**config.mk**
```make
export PLATFORM = sky130hd
export DESIGN_NAME = calc_stream_controller
export DESIGN_NICKNAME = d
export VERILOG_FILES = /design/src/rtl/calculator_pkg.sv /design/src/rtl/calc_result_packer.sv /design/src/rtl/calc_stream_controller.sv
export SDC_FILE = /design/constraint.sdc
export NUM_CORES = 1
export LEC_CHECK = 0
export ABC_AREA = 1
export CORE_MARGIN = 2
export CORE_UTILIZATION = 65
export DETAILED_ROUTE_END_ITERATION = 6
export DONT_BUFFER_PORTS = 1
export PLACE_DENSITY = 0.86
export SYNTH_ARGS = -nofsm -noshare
export SYNTH_HDL_FRONTEND = slang
export SYNTH_HIERARCHICAL = 1
export SYNTH_SLANG_ARGS = --single-unit
```
**constraint.sdc**
```tcl
create_clock -name clk_i -period 4 [get_ports clk_i]
set_clock_uncertainty 0.1 [all_clocks]
set_input_delay 0.8 -clock clk_i [delete_from_list [all_inputs] [get_ports clk_i]]
set_output_delay 0.8 -clock clk_i [all_outputs]
set_load 0.01 [all_outputs]
```
**src/rtl/calculator_pkg.sv**
```systemverilog
// Shared types and default sizing for the calculator stream controller family.
package calculator_pkg;

    localparam int unsigned ADDR_W        = 5;
    localparam int unsigned DATA_W        = 32;
    localparam int unsigned MEM_WORD_SIZE = 64;
    localparam int unsigned PACK          = MEM_WORD_SIZE / DATA_W;

    typedef enum logic [2:0] {
        S_IDLE,
        S_READ,
        S_RWAIT,
        S_EXEC,
        S_WRITE,
        S_DONE
    } ctrl_state_t;

endpackage

```
**src/rtl/calc_result_packer.sv**
```systemverilog
// Collects PACK results of DATA_W bits into one memory word; slot 0 sits in the LSBs.
module calc_result_packer #(
    parameter int unsigned DATA_W = 32,
    parameter int unsigned PACK   = 2,
    parameter int unsigned SLOT_W = (PACK > 1) ? $clog2(PACK) : 1
) (
    input  logic                   clk_i,
    input  logic                   rst_i,
    input  logic                   clear,
    input  logic                   capture,
    input  logic [SLOT_W-1:0]      slot,
    input  logic [DATA_W-1:0]      result,
    output logic [PACK*DATA_W-1:0] packed_word
);

    logic [DATA_W-1:0] slots_q [PACK];

    // Slot storage; clearing zeroes every slot so a partial word is zero-padded.
    always_ff @(posedge clk_i) begin
        if (rst_i || clear) begin
            for (int i = 0; i < int'(PACK); i++) begin
                slots_q[i] <= '0;
            end
        end else if (capture) begin
            slots_q[slot] <= result;
        end
    end

    // Flatten the slots into the packed output word.
    always_comb begin
        packed_word = '0;
        for (int i = 0; i < int'(PACK); i++) begin
            packed_word[i*DATA_W +: DATA_W] = slots_q[i];
        end
    end

endmodule

```
**src/rtl/calc_stream_controller.sv**
```systemverilog
// Streams operand pairs from a read window through an external ALU and writes
// packed results into a write window, with start/busy/done handshake and error flags.
module calc_stream_controller
    import calculator_pkg::*;
#(
    parameter int unsigned ADDR_W        = calculator_pkg::ADDR_W,
    parameter int unsigned DATA_W        = calculator_pkg::DATA_W,
    parameter int unsigned MEM_WORD_SIZE = calculator_pkg::MEM_WORD_SIZE,
    parameter int unsigned RD_LAT        = 1
) (
    input  logic                     clk_i,
    input  logic                     rst_i,
    input  logic                     start_i,
    input  logic                     mode_i,
    input  logic [ADDR_W-1:0]        read_start_addr,
    input  logic [ADDR_W-1:0]        read_end_addr,
    input  logic [ADDR_W-1:0]        write_start_addr,
    input  logic [ADDR_W-1:0]        write_end_addr,
    output logic                     read,
    output logic [ADDR_W-1:0]        r_addr,
    input  logic [MEM_WORD_SIZE-1:0] r_data,
    output logic                     write,
    output logic [ADDR_W-1:0]        w_addr,
    output logic [MEM_WORD_SIZE-1:0] w_data,
    output logic [DATA_W-1:0]        op_a,
    output logic [DATA_W-1:0]        op_b,
    output logic                     op_sub,
    input  logic [DATA_W-1:0]        alu_result,
    output logic                     busy,
    output logic                     done,
    output logic                     err_range,
    output logic                     err_overflow
);

    localparam int unsigned WORD_SLOTS = MEM_WORD_SIZE / DATA_W;
    localparam int unsigned SLOT_W     = (WORD_SLOTS > 1) ? $clog2(WORD_SLOTS) : 1;
    localparam int unsigned CNT_W      = 3;
    localparam logic [SLOT_W-1:0] LAST_SLOT = SLOT_W'(WORD_SLOTS - 1);

    ctrl_state_t       state_q, state_d;
    logic [ADDR_W-1:0] r_ptr_q, r_ptr_d, w_ptr_q, w_ptr_d;
    logic [ADDR_W-1:0] r_end_q, r_end_d, w_end_q, w_end_d;
    logic [SLOT_W-1:0] slot_q, slot_d;
    logic [CNT_W-1:0]  cnt_q, cnt_d;
    logic [DATA_W-1:0] op_a_q, op_a_d, op_b_q, op_b_d;
    logic              mode_q, mode_d;
    logic              err_range_q, err_range_d, err_ovf_q, err_ovf_d;
    logic              pk_clear, pk_capture;
    logic [MEM_WORD_SIZE-1:0] packed_word;

    calc_result_packer #(
        .DATA_W (DATA_W),
        .PACK   (WORD_SLOTS),
        .SLOT_W (SLOT_W)
    ) u_packer (
        .clk_i       (clk_i),
        .rst_i       (rst_i),
        .clear       (pk_clear),
        .capture     (pk_capture),
        .slot        (slot_q),
        .result      (alu_result),
        .packed_word (packed_word)
    );

    // State, pointers, latency counter, operand and flag registers.
    always_ff @(posedge clk_i) begin
        if (rst_i) begin
            state_q     <= S_IDLE;
            r_ptr_q     <= '0;
            w_ptr_q     <= '0;
            r_end_q     <= '0;
            w_end_q     <= '0;
            slot_q      <= '0;
            cnt_q       <= '0;
            op_a_q      <= '0;
            op_b_q      <= '0;
            mode_q      <= 1'b0;
            err_range_q <= 1'b0;
            err_ovf_q   <= 1'b0;
        end else begin
            state_q     <= state_d;
            r_ptr_q     <= r_ptr_d;
            w_ptr_q     <= w_ptr_d;
            r_end_q     <= r_end_d;
            w_end_q     <= w_end_d;
            slot_q      <= slot_d;
            cnt_q       <= cnt_d;
            op_a_q      <= op_a_d;
            op_b_q      <= op_b_d;
            mode_q      <= mode_d;
            err_range_q <= err_range_d;
            err_ovf_q   <= err_ovf_d;
        end
    end

    // Next-state logic and memory strobes; pointers never wrap past the inclusive ends.
    always_comb begin
        state_d     = state_q;
        r_ptr_d     = r_ptr_q;
        w_ptr_d     = w_ptr_q;
        r_end_d     = r_end_q;
        w_end_d     = w_end_q;
        slot_d      = slot_q;
        cnt_d       = cnt_q;
        op_a_d      = op_a_q;
        op_b_d      = op_b_q;
        mode_d      = mode_q;
        err_range_d = err_range_q;
        err_ovf_d   = err_ovf_q;
        read        = 1'b0;
        r_addr      = '0;
        write       = 1'b0;
        w_addr      = '0;
        w_data      = '0;
        done        = 1'b0;
        pk_clear    = 1'b0;
        pk_capture  = 1'b0;

        unique case (state_q)
            S_IDLE: begin
                if (start_i) begin
                    mode_d      = mode_i;
                    r_end_d     = read_end_addr;
                    w_end_d     = write_end_addr;
                    err_range_d = 1'b0;
                    err_ovf_d   = 1'b0;
                    if ((read_start_addr > read_end_addr) ||
                        (write_start_addr > write_end_addr)) begin
                        err_range_d = 1'b1;
                        state_d     = S_DONE;
                    end else begin
                        r_ptr_d = read_start_addr;
                        w_ptr_d = write_start_addr;
                        slot_d  = '0;
                        state_d = S_READ;
                    end
                end
            end
            S_READ: begin
                read    = 1'b1;
                r_addr  = r_ptr_q;
                cnt_d   = CNT_W'(RD_LAT - 1);
                state_d = S_RWAIT;
            end
            S_RWAIT: begin
                if (cnt_q == '0) begin
                    op_a_d  = r_data[DATA_W-1:0];
                    op_b_d  = r_data[2*DATA_W-1:DATA_W];
                    state_d = S_EXEC;
                end else begin
                    cnt_d = cnt_q - 1'b1;
                end
            end
            S_EXEC: begin
                pk_capture = 1'b1;
                if ((slot_q == LAST_SLOT) || (r_ptr_q == r_end_q)) begin
                    state_d = S_WRITE;
                end else begin
                    slot_d  = slot_q + 1'b1;
                    r_ptr_d = r_ptr_q + 1'b1;
                    state_d = S_READ;
                end
            end
            S_WRITE: begin
                write    = 1'b1;
                w_addr   = w_ptr_q;
                w_data   = packed_word;
                pk_clear = 1'b1;
                slot_d   = '0;
                if (r_ptr_q == r_end_q) begin
                    state_d = S_DONE;
                end else if (w_ptr_q == w_end_q) begin
                    // Reads remain but there is nowhere left to write them.
                    err_ovf_d = 1'b1;
                    state_d   = S_DONE;
                end else begin
                    w_ptr_d = w_ptr_q + 1'b1;
                    r_ptr_d = r_ptr_q + 1'b1;
                    state_d = S_READ;
                end
            end
            S_DONE: begin
                done    = 1'b1;
                state_d = S_IDLE;
            end
            default: state_d = S_IDLE;
        endcase
    end

    assign busy         = (state_q != S_IDLE);
    assign op_a         = op_a_q;
    assign op_b         = op_b_q;
    assign op_sub       = mode_q;
    assign err_range    = err_range_q;
    assign err_overflow = err_ovf_q;

endmodule

```
==> impl_metrics.toml <==
[outcome]
status = "finished, final reports clean"

[timing]
clock.fmax_mhz = 366
fin_crit_sh = 0.684
period_needed_ns = 2.74
setup_tns_ns = 0
relSlewSlack = 0.257
rsz0062_at_grt = "false"
setup_violations = 0
tightestPinTransition_ns = 1.12
finalHoldViolations = 0
final_max_slew_viol_count = 0

[cts]
clkSinkCount = 158
cts_max_level = 4
cts_tree = "yes"
numCtsBuffers = 17
cts_resized = 0
postCtsSetupBuffers = 0
clk_pin_slew_ns = 0.07
insertion_delay_ns = 0.53
holdBufCountCts = 0
cts.path.max_buffers = 2
clockRootBuffer = "clkbuf_8"

[grt]
grt_usage = 0.263
grt_pass1_vias = 5036
grtUsageMet2 = 0.442
grt_max_degree = 81
grt_pass1_wl_mm = 24.2
top_usage_layer = "met2"
grt-ovfl-total = 0
use_met3 = 0.0800
grt_antenna_before_repair = 0
grt_util_met1 = 0.318

[logic_synthesis]
avgSynthCellArea_sq_um = 8.12
synth-seq-cells = 158
yosys.cell_types.count = 38
synthesis.area_sq_um = 7290
synth_area_leader_cell = "edfxtp_1"
yosysWarnings = 6
synth-edff-count = 64
synth_fp_nets = 1032
yosys-top-cells-area = "edfxtp_1, dfxtp_1, nor2_1, inv_1, o21ai_1"
synth_top_area_share = 0.264
ys_seq_area_frac = 0.522
synthCells = 898
async_reset_ff_frac = 0
ys.flop_type = "dfxtp_1"

[placed_design]
gp_congestion = 0.858
dp.cells = 1007
hpwl_mm = 11.5
io_buffers = 0

[floorplan]
dieArea_sq_um = 12100
die_w_um = 110
core_area_sq_um = 10900
rows = 38
die_h_um = 110
initial_core_util = 0.670
io_pins = 265

[worst_hold_path]
min_path_type = "primary input to register"
holdPathEnd = "w_ptr_q[0]$_SDFFE_PP0P_"
min_from = "rst_i"
holdPathStages = 1

[critical_path]
path_class = "register to output port"
cp.arrival_ns = 1.84
cp_slowest_cell = "dfxtp_1"
slowest_delay_ns = 0.36
cp_top_family = "simple AND/OR/NAND/NOR gates"
crit_path_start_kind = "register"
worst_ep_required_time_ns = 3.10
path_cells = "inv_2, nand2_4, nor2_8, inv_8, nor2_1"
rr_endpoint = "u_packer/slots_q[0][17]$_SDFFCE_PN0P_"
worstPathMaxFanout = 80
worst_setup_path_end_kind = "output port"
rrSetupSlack_ns = 1.53
critPathBufInv = 2
r2r_start = "state_q[0]$_SDFFE_PP0P_"
rr_worst_depth = 7

[drt]
wl_per_cell_um = 15.6
dr.pass1.iters = 4
routed_wl_mm = 16.2
num_vias = 5451
drc_errors = 0
drtIter0Drc = 360
antenna_left = 0
routed_via_density = 5.25

[pwr]
pwr-share-comb = 0.286
vdd_drop_max_mv = 0.429
p_seq_frac = 0.436
p_clk_frac = 0.278
leakagePower_uw = 0.00349
switching_share = 0.378
p_per_area_nw_per_um2 = 716
switching_power_uw = 2130
p_int_uw = 3500

[layout]
fillers = 859
area_growth_pct = 7.74
diodes = 0
nets = 1020
drive_above_1_share = 0.106
fin_cells = 1039

[run]
timing.max_cap.violations = 0
-- worst max-delay path by stage --
stage | startpoint | end | slack (ns) | cells past startpoint
3_3_place_gp | rst_i | u_packer/slots_q[0][13]$_SDFFCE_PN0P_ | 1.48 | 4
6_report | state_q[0]$_SDFFE_PP0P_ | w_data[8] | 1.26 | 5
3_5_place_dp | rst_i | u_packer/slots_q[0][11]$_SDFFCE_PN0P_ | 1.48 | 4
2_1_floorplan | rst_i | u_packer/slots_q[1][0]$_SDFFCE_PN0P_ | 1.59 | 4
5_1_grt | state_q[0]$_SDFFE_PP0P_ | w_data[51] | 1.17 | 5
4_1_cts | state_q[0]$_SDFFE_PP0P_ | w_addr[0] | 1.27 | 5
-- final cells by class --
| cell class | count | area [sq um] | share of cell area |
|---|---|---|---|
| inverters | 158 | 607 | 0.0772 |
| clock buffers | 18 | 418 | 0.0532 |
| multi-input cells | 545 | 2650 | 0.337 |
| well taps | 140 | 175 | 0.0223 |
| clock inverters | 14 | 159 | 0.0202 |
| flip-flops and latches | 158 | 3800 | 0.484 |
| repair buffers | 6 | 45.0 | 0.00573 |
-- stage by stage --
| step | area, sq um | total power, uW | setup slack, ns | hold WS, ns | util |
|---|---|---|---|---|---|
| floorplan | 7290 | 3780 | 1.59 | 0.331 | - |
| global placement | 7280 | 4020 | 1.48 | 0.347 | 0.669 |
| detailed placement | 7280 | 4080 | 1.48 | 0.355 | 0.669 |
| CTS | 7860 | 5660 | 1.27 | 0.210 | 0.722 |
| global route | 7860 | 6000 | 1.17 | 0.206 | 0.722 |
| finish | 7860 | 5630 | 1.26 | 0.236 | 0.722 |
-- layer usage --
metal  up-vias  part of all wire
met4         0             0.019
met2       246              0.49
li1       2728                 -
met3        25             0.085
met1      2452              0.40
met5         -                 0
-- sequential cells by signal (all words and copies together) (netlist names), 3 cells and up --
| name | count |
|---|---|
| op_a | 32 |
| r_ptr_q | 5 |
| w_ptr_q | 5 |
| state_q | 3 |
| op_b | 32 |
| w_end_q | 5 |
| cnt_q | 3 |
| u_packer/slots_q | 64 |
| r_end_q | 5 |
-- power by group through the flow --
stage,Clock (uW),Sequential [uW],Combinational (uW)
CTS,1590,2450,1620
floorplan,0,2400,1380
detailed placement,0,2490,1600
global placement,0,2470,1550
global route,1670,2500,1830
finish,1560,2450,1610
-- synthesized netlist by cell type (3+ instances only) --
master	count
a21oi_1	19
buf_2	15
buf_4	6
buf_6	7
clkbuf_1	8
dfxtp_1	94
edfxtp_1	64
ha_1	14
inv_1	143
inv_2	11
nand2_1	69
nand2_2	9
nand2_4	7
nand3_1	10
nand3_2	6
nand3_4	3
nor2_1	291
nor2_2	6
nor2_4	4
o21ai_0	29
o21ai_1	58
xnor2_1	3
xor2_1	4
-- logic make-up (layout without fill, tap and decap cells) --
logic type,count (synthesis),in the layout,share of synthesized area
flip-flops,158,158,0.522
XOR/XNOR,8,8,0.0106
buffers and inverters,195,196,0.115
multiplexers,1,1,0.00206
adder cells (fa/ha/maj),14,14,0.0240
AO/OA/AOI/OAI,112,112,0.0791
AND/OR/NAND/NOR,410,410,0.247
-- cell usage in the layout (no fill, tap or decap), drive strengths merged --
cell and instances:
a211oi 1, a21oi 21, a31oi 1, buf 6
bufinv 2, clkbuf 18, clkinv 5, clkinvlp 3
dfxtp 94, edfxtp 64, ha 14, inv 162
mux2 1, nand2 85, nand3 19, nand4 2
nor2 303, nor3 1, o211ai 1, o21a 1
o21ai 87, xnor2 4, xor2 4
(Power assumes the default switching activity.)
